`src/rtl/lbd_arbiter.sv`:
```
// lbd_arbiter
//   Shares one leading-one detector between NUM_REQ posit FPU requesters.
//   A round-robin arbiter picks one valid request whenever the output
//   register is free. The selected operand is converted to its absolute
//   value, and the detector finds the index of its leading one. The tagged
//   result is registered and presented on the response port one cycle after
//   the grant.
//
// Ports
//   clk_i         rising-edge clock
//   rst_ni        asynchronous active-low reset
//   flush_i       synchronous flush: drops the held result, pointer back to 0
//   req_valid_i   per-requester request valid            [NUM_REQ]
//   req_ready_o   per-requester grant, one-hot or zero    [NUM_REQ]
//   req_data_i    operands, requester k at [k*DATA_W +: DATA_W]
//   req_signed_i  per-requester two's-complement flag     [NUM_REQ]
//   rsp_valid_o   result valid
//   rsp_ready_i   consumer accepts the result
//   rsp_id_o      requester that owns the result          [ID_W]
//   rsp_pos_o     leading-one index of |operand|, DATA_W when zero [POS_W]
//   rsp_zero_o    operand was zero
//   rsp_sign_o    operand was negative
//   rsp_abs_o     absolute value of the operand           [DATA_W]
module lbd_arbiter #(
  parameter int NUM_REQ = 4,
  parameter int DATA_W  = 32,
  parameter int POS_W   = $clog2(DATA_W) + 1,
  parameter int ID_W    = $clog2(NUM_REQ)
) (
  input  logic                        clk_i,
  input  logic                        rst_ni,
  input  logic                        flush_i,
  input  logic [NUM_REQ-1:0]          req_valid_i,
  output logic [NUM_REQ-1:0]          req_ready_o,
  input  logic [NUM_REQ*DATA_W-1:0]   req_data_i,
  input  logic [NUM_REQ-1:0]          req_signed_i,
  output logic                        rsp_valid_o,
  input  logic                        rsp_ready_i,
  output logic [ID_W-1:0]             rsp_id_o,
  output logic [POS_W-1:0]            rsp_pos_o,
  output logic                        rsp_zero_o,
  output logic                        rsp_sign_o,
  output logic [DATA_W-1:0]           rsp_abs_o
);

  typedef enum logic {
    EMPTY = 1'b0,
    FULL  = 1'b1
  } state_t;

  state_t state_q, state_d;

  logic [ID_W-1:0]          ptr_q;
  logic [ID_W-1:0]          ptr_nxt;
  logic                     out_free;
  logic                     arb_en;
  logic [ID_W:0]            scan_sum;
  logic [ID_W-1:0]          scan_idx;

  logic                     gnt_vld_p0;
  logic [ID_W-1:0]          gnt_idx_p0;
  logic [NUM_REQ-1:0]       gnt_p0;
  logic signed [DATA_W-1:0] opnd_p0;
  logic                     opnd_signed_p0;
  logic                     sign_p0;
  logic [DATA_W-1:0]        abs_p0;
  logic [POS_W-1:0]         pos_p0;
  logic                     zero_p0;

  logic [ID_W-1:0]          id_p1;
  logic [POS_W-1:0]         pos_p1;
  logic                     zero_p1;
  logic                     sign_p1;
  logic [DATA_W-1:0]        abs_p1;

  // Two's-complement magnitude; the most-negative value wraps onto itself,
  // which read as unsigned is exactly its magnitude.
  function automatic logic [DATA_W-1:0] abs_fn(input logic signed [DATA_W-1:0] x,
                                               input logic                     neg);
    logic signed [DATA_W-1:0] nx;
    nx = -x;
    return neg ? $unsigned(nx) : $unsigned(x);
  endfunction

  // Highest set bit index; DATA_W when no bit is set.
  function automatic logic [POS_W-1:0] lod_fn(input logic [DATA_W-1:0] a);
    logic [POS_W-1:0] p;
    p = POS_W'(DATA_W);
    for (int i = 0; i < DATA_W; i++) begin
      if (a[i]) p = POS_W'(i);
    end
    return p;
  endfunction

  // ---- FSM: state register ----
  always_ff @(posedge clk_i or negedge rst_ni) begin
    if (!rst_ni) state_q <= EMPTY;
    else         state_q <= state_d;
  end

  // ---- FSM: next state ----
  always_comb begin
    state_d = state_q;
    if (flush_i) begin
      state_d = EMPTY;
    end else begin
      case (state_q)
        EMPTY:   if (gnt_vld_p0) state_d = FULL;
        FULL:    if (rsp_ready_i && !gnt_vld_p0) state_d = EMPTY;
        default: state_d = EMPTY;
      endcase
    end
  end

  // ---- FSM: outputs ----
  // The register may refill in the same cycle it drains. Holding req_ready_o
  // low while in reset keeps a grant from being issued before release.
  always_comb begin
    rsp_valid_o = (state_q == FULL);
    out_free    = (state_q == EMPTY) || rsp_ready_i;
    arb_en      = out_free && !flush_i && rst_ni;
  end

  // ---- stage p0: round-robin arbitration and operand select ----
  always_comb begin
    gnt_vld_p0 = 1'b0;
    gnt_idx_p0 = '0;
    scan_sum   = '0;
    scan_idx   = '0;
    if (arb_en) begin
      for (int i = 0; i < NUM_REQ; i++) begin
        scan_sum = {1'b0, ptr_q} + (ID_W+1)'(i);
        if (scan_sum >= (ID_W+1)'(NUM_REQ)) scan_sum = scan_sum - (ID_W+1)'(NUM_REQ);
        scan_idx = scan_sum[ID_W-1:0];
        if (!gnt_vld_p0 && req_valid_i[scan_idx]) begin
          gnt_vld_p0 = 1'b1;
          gnt_idx_p0 = scan_idx;
        end
      end
    end
  end

  always_comb begin
    gnt_p0 = '0;
    if (gnt_vld_p0) gnt_p0[gnt_idx_p0] = 1'b1;
  end

  assign req_ready_o = gnt_p0;
  assign ptr_nxt     = (gnt_idx_p0 == ID_W'(NUM_REQ - 1)) ? '0 : gnt_idx_p0 + 1'b1;

  always_comb begin
    opnd_p0        = '0;
    opnd_signed_p0 = 1'b0;
    for (int k = 0; k < NUM_REQ; k++) begin
      if (gnt_idx_p0 == ID_W'(k)) begin
        opnd_p0        = $signed(req_data_i[k*DATA_W +: DATA_W]);
        opnd_signed_p0 = req_signed_i[k];
      end
    end
  end

  assign sign_p0 = opnd_signed_p0 && opnd_p0[DATA_W-1];
  assign abs_p0  = abs_fn(opnd_p0, sign_p0);
  assign pos_p0  = lod_fn(abs_p0);
  assign zero_p0 = (abs_p0 == '0);

  // ---- stage p1: output register and priority pointer ----
  // Result fields only load on a grant, so they stay stable under back-pressure.
  always_ff @(posedge clk_i or negedge rst_ni) begin
    if (!rst_ni) begin
      ptr_q   <= '0;
      id_p1   <= '0;
      pos_p1  <= '0;
      zero_p1 <= 1'b0;
      sign_p1 <= 1'b0;
      abs_p1  <= '0;
    end else if (flush_i) begin
      ptr_q   <= '0;
    end else if (gnt_vld_p0) begin
      ptr_q   <= ptr_nxt;
      id_p1   <= gnt_idx_p0;
      pos_p1  <= pos_p0;
      zero_p1 <= zero_p0;
      sign_p1 <= sign_p0;
      abs_p1  <= abs_p0;
    end
  end

  assign rsp_id_o   = id_p1;
  assign rsp_pos_o  = pos_p1;
  assign rsp_zero_o = zero_p1;
  assign rsp_sign_o = sign_p1;
  assign rsp_abs_o  = abs_p1;

endmodule

```
`config.mk`:
```
export PLATFORM = sky130hd
export DESIGN_NAME = lbd_arbiter
export DESIGN_NICKNAME = d
export VERILOG_FILES = /design/src/rtl/lbd_arbiter.sv
export SDC_FILE = /design/constraint.sdc
export NUM_CORES = 1
export LEC_CHECK = 0
export ABC_AREA = 1
export CORE_ASPECT_RATIO = 0.7
export CORE_MARGIN = 8
export CORE_UTILIZATION = 60
export CTS_CLUSTER_DIAMETER = 150
export CTS_CLUSTER_SIZE = 20
export DETAILED_ROUTE_END_ITERATION = 8
export DONT_BUFFER_PORTS = 1
export GPL_TIMING_DRIVEN = 1
export PLACE_DENSITY_LB_ADDON = 0.15
export RECOVER_POWER = 100
export SYNTH_ARGS = -nofsm -noshare
export SYNTH_HDL_FRONTEND = slang
export SYNTH_SLANG_ARGS = --single-unit
```
`constraint.sdc`:
```
create_clock -name clk_i -period 12.3 [get_ports clk_i]
set_input_delay 2.46 -clock clk_i [delete_from_list [all_inputs] [get_ports clk_i]]
set_output_delay 2.46 -clock clk_i [all_outputs]
set_load 0.02 [all_outputs]
```
Word-level counts from Yosys, hierarchy flattened:

Cells that the tools add are included.

* add/subtract/negate cells: 9
* magnitude comparators: 10
* eq/ne operators: 3
* multiplexer cells: 80
* bitwise logic cells: 2
* reductions and logical operators: 18

Operators with widths (number)
* $mux W6: 32
* $mux W32: 5
* $logic_not A32 Y1: 1
* $mux W2: 16
* $neg A32 Y32: 1
* $mux W1: 20
* $lt A2 B3 Y1 const B: 5
* $ge A3 B3 Y1 const B: 3
* $bmux W1 S2: 4
* $logic_and A1 B1 Y1: 8
* $sub A2 B1 Y2 const B: 4
* $add A2 B2 Y3 const B: 2
* $logic_not A1 Y1: 5
* $eq A2 B2 Y1 const B: 2
* $mux W4: 1
* $add A2 B1 Y3 const B: 1
* $ge A2 B3 Y1 const B: 1
* $add A2 B1 Y2 const B: 1
* $demux W1 S2: 1
* $eq A2 B1 Y1 const B: 1
* $ge A2 B1 Y1 const B: 1
* $logic_not A2 Y1: 1
* $not A1 Y1: 2
* $pmux W1 S2: 1
* other kinds (3): 3

* bits in registers: 45

Longest topological paths before layout:

Gate-level depths: netlist of run 1.

* depth in word-level cells: 60
* mapped depth: 55

Worst setup path before layout of run 1:

OpenSTA, ideal clock, no wires.

* kind: input -> output
* from: input req_valid_i[0]
* to: output req_ready_o[2]
* arrival: 4.857 ns
* data required time: 9.840 ns
* slack: 4.983 ns
* stages: 18
* cell sequence: or2_2 o21ai_0 nor2_1 nor2_1 nand3_1 nor2_1 nand2_1 nand2_1 buf_4 inv_1 nand2_1 ha_1 buf_6 inv_4 buf_6 clkbuf_1 buf_1 nor2_1

* word-level cells in the longest chain between the ends: 21
* elaborated cells between the ends (all ways): 33
* those cells by class: 2 x order compare; 24 x mux; 7 x reduce/logical

RTL lines
* from (decl): RTL line 33 `input logic [NUM_REQ-1:0] req_valid_i,`
* $bmux W1 S2: RTL line 135 `if (!gnt_vld_p0 && req_valid_i[scan_idx]) begin`
* $mux W1 (implied by the code): RTL line 135
* $mux W1: RTL line 135
* $mux W1: RTL line 130 `if (arb_en) begin`
* $logic_not A1 Y1: RTL line 135
* $logic_and A1 B1 Y1: RTL line 135
* $mux W1: RTL line 135
* $mux W1: RTL line 130
* [... 5 more ...]
* $logic_and A1 B1 Y1: RTL line 135
* $mux W2: RTL line 135
* $mux W2: RTL line 130
* $lt A2 B3 Y1 (implied by the code) / $ge A2 B1 Y1 (equally long branches): RTL line 145 `if (gnt_vld_p0) gnt_p0[gnt_idx_p0] = 1'b1;`
* $logic_and A1 B1 Y1 (implied by the code): RTL line 145
* $mux W1 (implied by the code): RTL line 145
* $demux W1 S2: RTL line 145
* $mux W4 *: RTL line 145
* to (decl): RTL line 34 `output logic [NUM_REQ-1:0] req_ready_o,`

Every way passes the cells marked *; elsewhere a longest branch is shown, timed or not. The select of a mux whose other input is x is not followed.

Final worst setup path of run 1:

* from: input req_valid_i[0]
* to: register pos_p1[3], in the netlist rsp_pos_o[3]

* word-level cells in the longest chain between the ends: 54
* elaborated cells between the ends (all ways): 74
* those cells by class: 1 x add/sub; 3 x eq/ne; 61 x mux; 9 x reduce/logical

RTL lines
* $bmux W1 S2: RTL line 135
* $mux W1 (implied by the code): RTL line 135
* $mux W1: RTL line 135
* $mux W1: RTL line 130
* $logic_not A1 Y1: RTL line 135
* $logic_and A1 B1 Y1: RTL line 135
* $mux W1: RTL line 135
* $mux W1: RTL line 130
* [... 5 more ...]
* $logic_and A1 B1 Y1: RTL line 135
* $mux W2: RTL line 135
* $mux W2: RTL line 130
* $logic_not A2 Y1: RTL line 155 `if (gnt_idx_p0 == ID_W'(k)) begin`
* $mux W32 / $mux W1 (equally long branches) (4 in series): RTL line 155
* $neg A32 Y32 / $logic_and A1 B1 Y1 (equally long branches): RTL line 81, 162
* $mux W32: RTL line 82 `return neg ? $unsigned(nx) : $unsigned(x);`
* $mux W6 (31 in series): RTL line 90 `if (a[i]) p = POS_W'(i);`
* to (signal assigned): RTL line 182 `pos_p1 <= pos_p0;`
* to (decl): RTL line 71 `logic [POS_W-1:0] pos_p1;`

Parallel ways exist; a longest one is shown, timed or not. The select of a mux whose other input is x is not followed.
A chain may end at the register's enable or synchronous reset.

==> results of run 1 <==
==> metrics by stage <==
stage	cell area, um^2	hold WS, ns	utilization [%]	worst slack, ns	total power, mW
after CTS	4300	0.645	63.0	4.86	0.918
after global routing	4210	0.661	61.8	2.21	0.994
final	4210	0.639	61.8	2.91	0.908
after global placement	4210	0.617	61.7	4.82	0.810
after floorplan	4270	0.591	-	4.98	0.714
after detailed placement	4210	0.619	61.7	4.63	0.825
==> cell usage after synthesis (all sizes together), types with 2 or more instances <==
cell	n	share of area (%)
a221oi	6	1.2
o21a	15	2.6
xnor2	3	0.62
nand3b	2	0.35
o31ai	7	1.2
a31oi	3	0.44
inv	70	6.2
nand3	31	4.1
mux2i	3	0.70
nand2	233	21
or2	8	1.2
a22o	17	3.5
ha	4	1.2
clkbuf	16	1.4
nand4	3	1.3
xor2	19	4.1
dfrtp	45	26
a21oi	38	4.6
buf	18	3.7
nor2	60	7.0
o21ai	45	5.5
==> metal layers <==
metal	up-vias	track usage, %	wire length (um)
li1	2056	-	-
met1	1889	32.6	5810
met2	193	36.6	5520
met3	17	7.70	1360
met4	0	5.21	173
met5	-	0	0
==> critical path: cells and delay by family <==
family	cells	cell delay (ns)
and+or+nand+nor	25	4.23
buffers and inverters	3	1.81
AOI/OAI and AO/OA	4	0.46
xor gates and xnor gates	1	0.37
adders and majority gates	1	0.18
==> power by group through the flow <==
stage	logic, mW	clock network [mW]	registers (mW)
CTS	0.485	0.0934	0.340
global route	0.547	0.100	0.348
detailed placement	0.483	0	0.342
finish	0.478	0.0919	0.338
global placement	0.470	0	0.340
floorplan	0.397	0	0.317
==> state kept, by name (all words and copies together) (netlist names) <==
register,count
rsp_id_o,2
ptr_q,2
rsp_abs_o,32
rsp_pos_o,6
rsp_zero_o,1
rsp_sign_o,1
rsp_valid_o,1
==> how the worst min path moves through the flow <==
stage	from	endpoint	slack, ns	cells past startpoint
after global placement	rsp_abs_o[29]$_DFFE_PN0P_	rsp_abs_o[29]$_DFFE_PN0P_	0.62	2
after CTS	rsp_abs_o[31]$_DFFE_PN0P_	rsp_abs_o[31]$_DFFE_PN0P_	0.64	2
final	rsp_abs_o[31]$_DFFE_PN0P_	rsp_abs_o[31]$_DFFE_PN0P_	0.64	2
after floorplan	rsp_abs_o[31]$_DFFE_PN0P_	rsp_abs_o[31]$_DFFE_PN0P_	0.59	2
after detailed placement	rsp_abs_o[31]$_DFFE_PN0P_	rsp_abs_o[31]$_DFFE_PN0P_	0.62	2
after global routing	rsp_abs_o[0]$_DFFE_PN0P_	rsp_abs_o[0]$_DFFE_PN0P_	0.66	2
==> placed cells by master (no fill, tap or decap), types with 2 or more instances in the layout <==
| master | n |
|---|---|
| xnor2_1 | 3 |
| o21a_1 | 15 |
| a221oi_1 | 6 |
| nor2_2 | 2 |
| nor2_4 | 2 |
| nand2_1 | 228 |
| o21ai_2 | 2 |
| mux2i_1 | 3 |
| a21oi_2 | 2 |
| a21oi_1 | 36 |
| nand3_1 | 27 |
| nand3_2 | 4 |
| inv_1 | 67 |
| buf_4 | 2 |
| nand3b_1 | 2 |
| clkbuf_1 | 3 |
| ha_1 | 4 |
| or2_2 | 5 |
| clkbuf_8 | 5 |
| a31oi_1 | 3 |
| or2_0 | 2 |
| o21ai_1 | 2 |
| a22o_1 | 17 |
| o21ai_0 | 41 |
| xor2_1 | 19 |
| inv_2 | 2 |
| o31ai_1 | 7 |
| nand4_4 | 2 |
| nor2_1 | 56 |
| nand2_2 | 4 |
| dfrtp_1 | 45 |
==> cells by family after synthesis <==
family	share of synthesized area [%]
flip-flops	26.4
adder cells (fa/ha/maj)	1.17
XOR/XNOR	4.69
multiplexers	0.704
buffers and inverters	11.4
AO/OA/AOI/OAI	20.4
AND/OR/NAND/NOR	35.3
==> cell type report <==
class	count	area [um^2]	area share (%)
clock buffer	5	68.8	1.63
clock inverter	3	21.3	0.505
tap	94	118	2.79
sequential	45	1130	26.7
multi-input combinational	505	2580	61.3
timing repair buffer	5	26.3	0.624
inverter	71	269	6.39
==> impl_metrics.env, run 1 <==
export IMPL_status="finished with violations"
export IMPL_failed_checks="max-capacitance violations, max-slew violations"
export IMPL_crit_arrival_ns=9.57
export IMPL_worst_clock_skew_ns=0.00855
export IMPL_finalCriticalPeriod_ns=9.39
export IMPL_clk_pin_slew_ns=0.09
export IMPL_post_cts_setup_buffers=0
export IMPL_power_frac_seq_pct=37.3
export IMPL_initial_core_util_pct=62.6
export IMPL_vias=4155
export IMPL_syn_inst=655
export IMPL_fillCellCount=704
export IMPL_max_vdd_ir_drop_uv=87.1
export IMPL_wire_per_inst_um=17.7
export IMPL_synthArstFlopShare_pct=100
export IMPL_cp_required_ns=12.48
export IMPL_hold_viol=0
export IMPL_dieWidth_um=117
export IMPL_maxSlewViolCount=112
export IMPL_cts_root_buf="clkbuf_8"
export IMPL_crit_fanout=36
export IMPL_drive_above_1_share_pct=6.15
export IMPL_area_growth_pct=-1.26
export IMPL_reg2reg_to="rsp_pos_o[3]$_DFFE_PN0P_"
export IMPL_placed_cells=720
export IMPL_dr_pass1_iters=5
export IMPL_synth_distinct_cells=48
export IMPL_holdBufCountCts=0
export IMPL_cts_sinks=45
export IMPL_syn_area_per_cell_um2=6.51
export IMPL_grt_pass1_vias=3805
export IMPL_syn_area_um2=4270
export IMPL_cp_start_kind="input pin"
export IMPL_maxCapViolCount=2
export IMPL_cts_inserted_buffers=5
export IMPL_cpMostUsedCell="nor2_1"
export IMPL_via_per_inst=5.71
export IMPL_syn_nets=799
export IMPL_layout_cells_non_filler=728
export IMPL_grt_max_degree=75
export IMPL_maxSlewHeadroom_pct=-83.6
export IMPL_antenna_found_initial=0
export IMPL_io_buffers=0
export IMPL_io_pins=187
export IMPL_rsz0062_at_grt="no"
export IMPL_clock_latency_ns=0.30
export IMPL_swShare_pct=54.9
export IMPL_n_antenna_cell=0
export IMPL_ff2ff_setup_slack_ns=4.43
export IMPL_setup_violations=0
export IMPL_worst_slew_pin_slew_ns=2.75
export IMPL_grt_pass1_wl_um=19500
export IMPL_cp_slowest_stage_delay_ns=1.25
export IMPL_tns_ns=0
export IMPL_die_area_um2=10100
export IMPL_max_freq_mhz=106
export IMPL_die_h_um=86.6
export IMPL_yosysSeqAreaShare_pct=26.4
export IMPL_layout_nets=777
export IMPL_h_tree_depth=2
export IMPL_ys_flop_type="dfrtp_1"
export IMPL_min_path_type="reg -> reg"
export IMPL_crit_path_end_kind="register"
export IMPL_wirelength_um=12900
export IMPL_grt_use_total_pct=24.1
export IMPL_cts_tree="built"
export IMPL_drc=0
export IMPL_power_static_leakage_nw=2.19
export IMPL_worstSetupPathType="in -> reg"
export IMPL_ys_ff_latch=45
export IMPL_grt_overflow=0
export IMPL_core_area_um2=6820
export IMPL_ant_nets=0
export IMPL_power_switching_mw=0.499
export IMPL_p_int_mw=0.410
export IMPL_gp_congestion=0.856
export IMPL_ff2ff_path_depth=35
export IMPL_cts_buffer_depth=2
export IMPL_cts_resized_gates=0
export IMPL_cp_slowest_cell="clkbuf_1"
export IMPL_finalCritPeriodShare_pct=76.3
export IMPL_reg2reg_from="ptr_q[0]$_DFFE_PN0P_"
export IMPL_critPathCapture="rsp_pos_o[3]$_DFFE_PN0P_"
export IMPL_synth_warnings=0
export IMPL_hpwl_um=10300
export IMPL_combPwrFrac_pct=52.6
export IMPL_drtIter0Drc=345
export IMPL_crit_path_start="req_valid_i[0]"
export IMPL_std_cell_rows=25
export IMPL_synth_edf_count=0
export IMPL_p_per_area_nw_per_um2=216
export IMPL_power_share_clock_pct=10.1
Note: power is estimated with default switching activity, not from simulation.
==> run 2, diff against run 1 <==
--- a/config.mk
+++ b/config.mk
@@ -5,7 +5,7 @@
 export SDC_FILE = /design/constraint.sdc
 export NUM_CORES = 1
 export LEC_CHECK = 0
-export ABC_AREA = 1
+export ABC_AREA = 0
 export CORE_ASPECT_RATIO = 0.7
 export CORE_MARGIN = 8
 export CORE_UTILIZATION = 60
==> constraint.sdc (replaced) <==
create_clock -name clk_i -period 9.1 [get_ports clk_i]
set_input_delay 1.82 -clock clk_i [delete_from_list [all_inputs] [get_ports clk_i]]
set_output_delay 1.82 -clock clk_i [all_outputs]
set_load 0.02 [all_outputs]
==> impl_metrics.env, run 2 <==
export IMPL_n_antenna_cell=0
export IMPL_cts_resized_gates=0
export IMPL_cp_cell_sequence="nand2b_1, and3b_1, o41ai_1, nor4_1, ha_1, clkbuf_1, nor2b_2, buf_4, a221o_1, a21oi_1, and4_1, nand2_1, o31ai_1, mux2i_1, inv_1, nor3_1, and2_0, a21o_1"
export IMPL_yosysMostFrequentCell="nand2_1"
export IMPL_crit_family="simple AND/OR/NAND/NOR gates"
export IMPL_swShare_pct=44.8
export IMPL_place_ws_ns=1.94
export IMPL_cts_sinks=45
export IMPL_fillCellCount=651
export IMPL_cts_root_buf="clkbuf_8"
export IMPL_rsz0062_at_grt="no"
export IMPL_layout_nets=697
export IMPL_synth_area_top_cells="dfrtp_1 25%, nand2_1 6.3%, o21ai_0 4.8%"
export IMPL_area_growth_pct=1.41
export IMPL_syn_area_um2=4450
export IMPL_final_cell_mix="75 x nand2_1, 55 x nor2_1, 48 x o21ai_0, 45 x dfrtp_1, 36 x a21oi_1"
export IMPL_drive_above_1_share_pct=6.50
export IMPL_power_frac_seq_pct=41.5
export IMPL_drc=0
export IMPL_worstSetupPathType="in -> reg"
export IMPL_grt_overflow=0
export IMPL_max_freq_mhz=131
export IMPL_finalCritPeriodShare_pct=83.8
export IMPL_wirelength_um=15700
export IMPL_wire_per_inst_um=24.1
export IMPL_grt_pass1_vias=4244
export IMPL_vias=4617
export IMPL_fin_area_um2=4510
export IMPL_combPwrFrac_pct=39.2
export IMPL_ys_flop_type="dfrtp_1"
export IMPL_ant_nets=0
export IMPL_power_share_clock_pct=19.3
export IMPL_power_mw=0.818
export IMPL_synth_warnings=0
export IMPL_crit_arrival_ns=7.86
export IMPL_initial_core_util_pct=61.3
export IMPL_yosysSeqAreaShare_pct=25.3
export IMPL_syn_nets=720
export IMPL_final_core_util_pct=62.1
export IMPL_clk_pin_slew_ns=0.08
export IMPL_layout_setup_ws_ns=1.47
export IMPL_hold_viol=0
export IMPL_ys_ff_latch=45
export IMPL_cp_required_ns=9.33
export IMPL_syn_inst=576
export IMPL_post_cts_setup_buffers=0
export IMPL_cp_slowest_stage_delay_ns=1.22
export IMPL_worst_slew_pin_slew_ns=2.47
export IMPL_cts_buffer_depth=2
export IMPL_maxSlewViolCount=109
export IMPL_io_buffers=0
export IMPL_min_path_type="reg -> reg"
export IMPL_die_h_um=88.0
export IMPL_largest_reg_flops=32
export IMPL_cp_start_kind="input pin"
export IMPL_cts_inserted_buffers=5
export IMPL_power_switching_mw=0.366
export IMPL_worst_clock_skew_ns=0.00719
export IMPL_grt_max_degree=70
export IMPL_gp_congestion=0.960
export IMPL_holdBufCountCts=0
export IMPL_h_tree_depth=2
export IMPL_grt_pass1_wl_um=23900
export IMPL_mostFrequentLayoutCell="nand2_1"
export IMPL_synth_edf_count=0
export IMPL_max_vdd_ir_drop_uv=95.0
export IMPL_drtIter0Drc=634
export IMPL_tns_ns=0
export IMPL_crit_path_end_kind="register"
export IMPL_synth_top_area_share_pct=25.3
export IMPL_die_area_um2=10500
export IMPL_io_pins=187
export IMPL_power_static_leakage_nw=1.76
export IMPL_synthTopCellsByCount="75 x nand2_1, 55 x nor2_1, 45 x dfrtp_1"
export IMPL_setup_violations=0
export IMPL_synth_area_leader_cell="dfrtp_1"
export IMPL_syn_area_per_cell_um2=7.72
export IMPL_failed_checks="max-capacitance violations, max-slew violations"
export IMPL_dieWidth_um=119
export IMPL_p_per_area_nw_per_um2=181
export IMPL_crit_fanout=38
export IMPL_status="finished with violations"
export IMPL_placed_area_um2=4430
export IMPL_antenna_found_initial=0
export IMPL_finalCriticalPeriod_ns=7.63
export IMPL_clock_latency_ns=0.30
export IMPL_via_per_inst=7.08
export IMPL_std_cell_rows=26
export IMPL_synthArstFlopShare_pct=100
export IMPL_cts_tree="built"
export IMPL_core_area_um2=7250
export IMPL_p_int_mw=0.452
export IMPL_maxCapViolCount=2
export IMPL_maxSlewHeadroom_pct=-64.8
export IMPL_cp_num_buf_inv=3
export IMPL_cp_slowest_cell="clkbuf_1"
export IMPL_synth_distinct_cells=77
export IMPL_hpwl_um=12600
export IMPL_grt_use_total_pct=28.7
export IMPL_dr_pass1_iters=5
[run 2: changes by cell type after synthesis, sizes merged, moves of 8 or more]
cell | before | now
nand2 | 233 | 76
inv | 70 | 12
nand3 | 31 | 7
o22ai | 0 | 21
nor3 | 1 | 20
xnor2 | 3 | 20
a22o | 17 | 2
a221oi | 6 | 20
o21a | 15 | 1
a221o | 0 | 10
and2 | 0 | 10
nor2b | 0 | 10
xor2 | 19 | 11
[run 2: kinds of logic after synthesis]
kind of cell,count (synthesis),synth area share (%)
AO/OA/AOI/OAI,215,35.2
XOR/XNOR,31,6.11
adder cells (fa/ha/maj),4,1.13
buffers and inverters,49,5.52
flip-flops,45,25.3
multiplexers,9,2.08
AND/OR/NAND/NOR,223,24.6
[run 2: layout make-up]
cell class                 instances  area [um^2]  share of cell area (%)
tap                               98          123                    2.72
clock inverter                     2         37.5                   0.833
sequential                        45         1130                    25.0
timing repair buffer               7         41.3                   0.916
clock buffer                       6         82.6                    1.83
multi-input combinational        482         3050                    67.7
inverter                          12         45.0                   0.999
[run 2: worst min-delay path, stage by stage, from the launching register on]
cell and delay [ns]:
dfrtp_1 0.46, nand2_1 0.09, nand2_1 0.05
[run 2: per-stage QoR]
stage	std cells	hold WS (ns)
2_1_floorplan	576	0.562
4_1_cts	652	0.636
3_3_place_gp	644	0.614
3_5_place_dp	644	0.619
5_1_grt	652	0.659
6_report	652	0.631
[run 2: per-layer routing]
layer	up-vias	part of all wire [%]	GRT usage [%]
met5	-	0	0
met4	0	1.3	6.97
met3	13	15	11.1
met2	343	40	38.0
met1	2143	43	41.8
li1	2118	-	-
[run 2: power groups by stage]
stage / Clock (mW) / Combinational, mW / Sequential (mW)
after floorplan: 0 / 0.246 / 0.330
after global placement: 0 / 0.305 / 0.343
after detailed placement: 0 / 0.313 / 0.346
after CTS: 0.159 / 0.314 / 0.342
after global routing: 0.168 / 0.352 / 0.347
final: 0.158 / 0.321 / 0.340
[run 2: worst paths after layout]
| path | from | endpoint | slack, ns | depth (start not counted) |
|---|---|---|---|---|
| worst max-delay path | rsp_ready_i | rsp_pos_o[5]$_DFFE_PN0P_ | 1.47 | 18 |
| worst min-delay path | rsp_abs_o[5]$_DFFE_PN0P_ | rsp_abs_o[5]$_DFFE_PN0P_ | 0.63 | 2 |
| worst max register to register | rsp_valid_o$_DFF_PN0_ | rsp_pos_o[5]$_DFFE_PN0P_ | 2.51 | 18 |
| worst min register to register | rsp_abs_o[5]$_DFFE_PN0P_ | rsp_abs_o[5]$_DFFE_PN0P_ | 0.63 | 2 |
| max in group asynchronous | rst_ni | rsp_pos_o[5]$_DFFE_PN0P_ | 7.79 | 0 |
| min in group asynchronous | rst_ni | rsp_abs_o[9]$_DFFE_PN0P_ | 1.21 | 0 |
==> run 3, diff against run 2 <==
==> constraint.sdc (replaced) <==
create_clock -name clk_i -period 7.9 [get_ports clk_i]
set_input_delay 1.58 -clock clk_i [delete_from_list [all_inputs] [get_ports clk_i]]
set_output_delay 1.58 -clock clk_i [all_outputs]
set_load 0.02 [all_outputs]
==> impl_metrics.env, run 3 (synthesized netlist as in run 2, its figures left out) <==
export IMPL_worst_clock_skew_ns=0.00843
export IMPL_maxSlewViolCount=70
export IMPL_io_pins=187
export IMPL_cts_buffer_depth=2
export IMPL_cp_cell_sequence="nand2b_1, and3b_1, o41ai_1, nor4_1, inv_1, ha_1, or2_0, a221o_1, a21oi_2, and4_1, nand2_1, o31ai_1, mux2i_1, inv_1, nor3_1, and2_0, a21o_1"
export IMPL_grt_pass1_vias=4062
export IMPL_status="finished with violations"
export IMPL_grt_overflow=0
export IMPL_cts_tree="built"
export IMPL_gp_congestion=0.956
export IMPL_h_tree_depth=2
export IMPL_final_cell_mix="75 x nand2_1, 55 x nor2_1, 48 x o21ai_0, 45 x dfrtp_1, 35 x a21oi_1"
export IMPL_maxSlewHeadroom_pct=-65.8
export IMPL_cts_root_buf="clkbuf_8"
export IMPL_hpwl_um=12500
export IMPL_wire_per_inst_um=23.8
export IMPL_grt_use_total_pct=27.8
export IMPL_drc=0
export IMPL_finalCritPeriodShare_pct=89.1
export IMPL_cp_num_buf_inv=2
export IMPL_cpMostUsedCell="inv_1"
export IMPL_hold_start="rsp_abs_o[17]$_DFFE_PN0P_"
export IMPL_wirelength_um=15500
export IMPL_reg2reg_from="rsp_valid_o$_DFF_PN0_"
export IMPL_rsz0062_at_grt="no"
export IMPL_clock_latency_ns=0.29
export IMPL_worst_slew_pin_slew_ns=2.49
export IMPL_tns_ns=0
export IMPL_max_freq_mhz=142
export IMPL_min_path_type="reg -> reg"
export IMPL_crit_path_start="rsp_ready_i"
export IMPL_layout_nets=698
export IMPL_power_mw=0.940
export IMPL_std_cell_rows=26
export IMPL_io_buffers=0
export IMPL_die_area_um2=10500
export IMPL_maxCapViolCount=1
export IMPL_placed_area_um2=4440
export IMPL_crit_arrival_ns=7.27
export IMPL_antenna_found_initial=0
export IMPL_die_h_um=88.0
export IMPL_drtIter0Drc=561
export IMPL_dieWidth_um=119
export IMPL_worstSetupPathType="in -> reg"
export IMPL_grt_pass1_wl_um=23100
export IMPL_max_vdd_ir_drop_uv=146
export IMPL_cp_slowest_cell="or2_0"
export IMPL_crit_fanout=27
export IMPL_cp_start_kind="input pin"
export IMPL_via_per_inst=6.94
export IMPL_finalCriticalPeriod_ns=7.04
export IMPL_clk_pin_slew_ns=0.09
export IMPL_ant_nets=0
export IMPL_dr_pass1_iters=5
export IMPL_power_static_leakage_nw=1.77
export IMPL_cp_required_ns=8.13
export IMPL_drive_above_1_share_pct=7.03
export IMPL_mostFrequentLayoutCell="nand2_1"
export IMPL_grt_max_degree=70
export IMPL_largest_reg_flops=32
export IMPL_cts_sinks=45
export IMPL_post_cts_setup_buffers=0
export IMPL_n_antenna_cell=0
export IMPL_setup_violations=0
export IMPL_core_area_um2=7250
export IMPL_cts_inserted_buffers=5
export IMPL_p_per_area_nw_per_um2=208
export IMPL_crit_path_end_kind="register"
export IMPL_initial_core_util_pct=61.3
export IMPL_hold_viol=0
export IMPL_fin_area_um2=4520
export IMPL_vias=4533
export IMPL_crit_family="simple AND/OR/NAND/NOR gates"
export IMPL_holdBufCountCts=0
export IMPL_cts_resized_gates=0
export IMPL_failed_checks="max-capacitance violations, max-slew violations"
export IMPL_area_growth_pct=1.75
export IMPL_cp_slowest_stage_delay_ns=0.79
[run 3: tightest hold or removal path, cell delays in order, from the launching register on]
cell and delay, ns:
dfrtp_1 0.47, nand2_1 0.07, o21ai_0 0.07
[run 3: power breakdown]
part / switching [mW] / internal, mW
clock network: 0.0774 / 0.103
registers: 0.109 / 0.283
logic: 0.233 / 0.135
[run 3: final cells by class]
class	instances	area (um^2)
tap	98	123
clock buffer	6	82.6
multi-input combinational	482	3060
clock inverter	2	37.5
sequential	45	1130
timing repair buffer	8	52.6
fill	669	2730
inverter	12	45.0
[run 3: routing by layer]
metal | wire length [um] | GRT usage [%]
met1 | 7280 | 40.7
met2 | 6270 | 38.2
met3 | 1790 | 9.01
met4 | 191 | 6.06
met5 | 0 | 0
[run 3: path summary, 6_finish.rpt]
| path | end | slack [ns] | cells after the start |
|---|---|---|---|
| max | rsp_zero_o$_DFFE_PN0P_ | 0.86 | 17 |
| min | rsp_abs_o[17]$_DFFE_PN0P_ | 0.63 | 2 |
| max reg2reg | rsp_zero_o$_DFFE_PN0P_ | 1.66 | 17 |
| max in group asynchronous | rsp_id_o[1]$_DFFE_PN0P_ | 6.85 | 0 |
| min in group asynchronous | rsp_abs_o[17]$_DFFE_PN0P_ | 0.97 | 0 |
| min reg2reg | rsp_abs_o[17]$_DFFE_PN0P_ | 0.63 | 2 |
[run 3: through the flow]
| stage | cells | hold slack, ns | setup slack, ns | util (%) |
|---|---|---|---|---|
| finish | 653 | 0.632 | 0.859 | 62.3 |
| global route | 653 | 0.663 | 0.454 | 62.3 |
| CTS | 653 | 0.637 | 1.27 | 62.8 |
| detailed placement | 645 | 0.620 | 1.00 | 61.1 |
| global placement | 645 | 0.612 | 1.22 | 61.1 |
| floorplan | 576 | 0.562 | 2.28 | - |
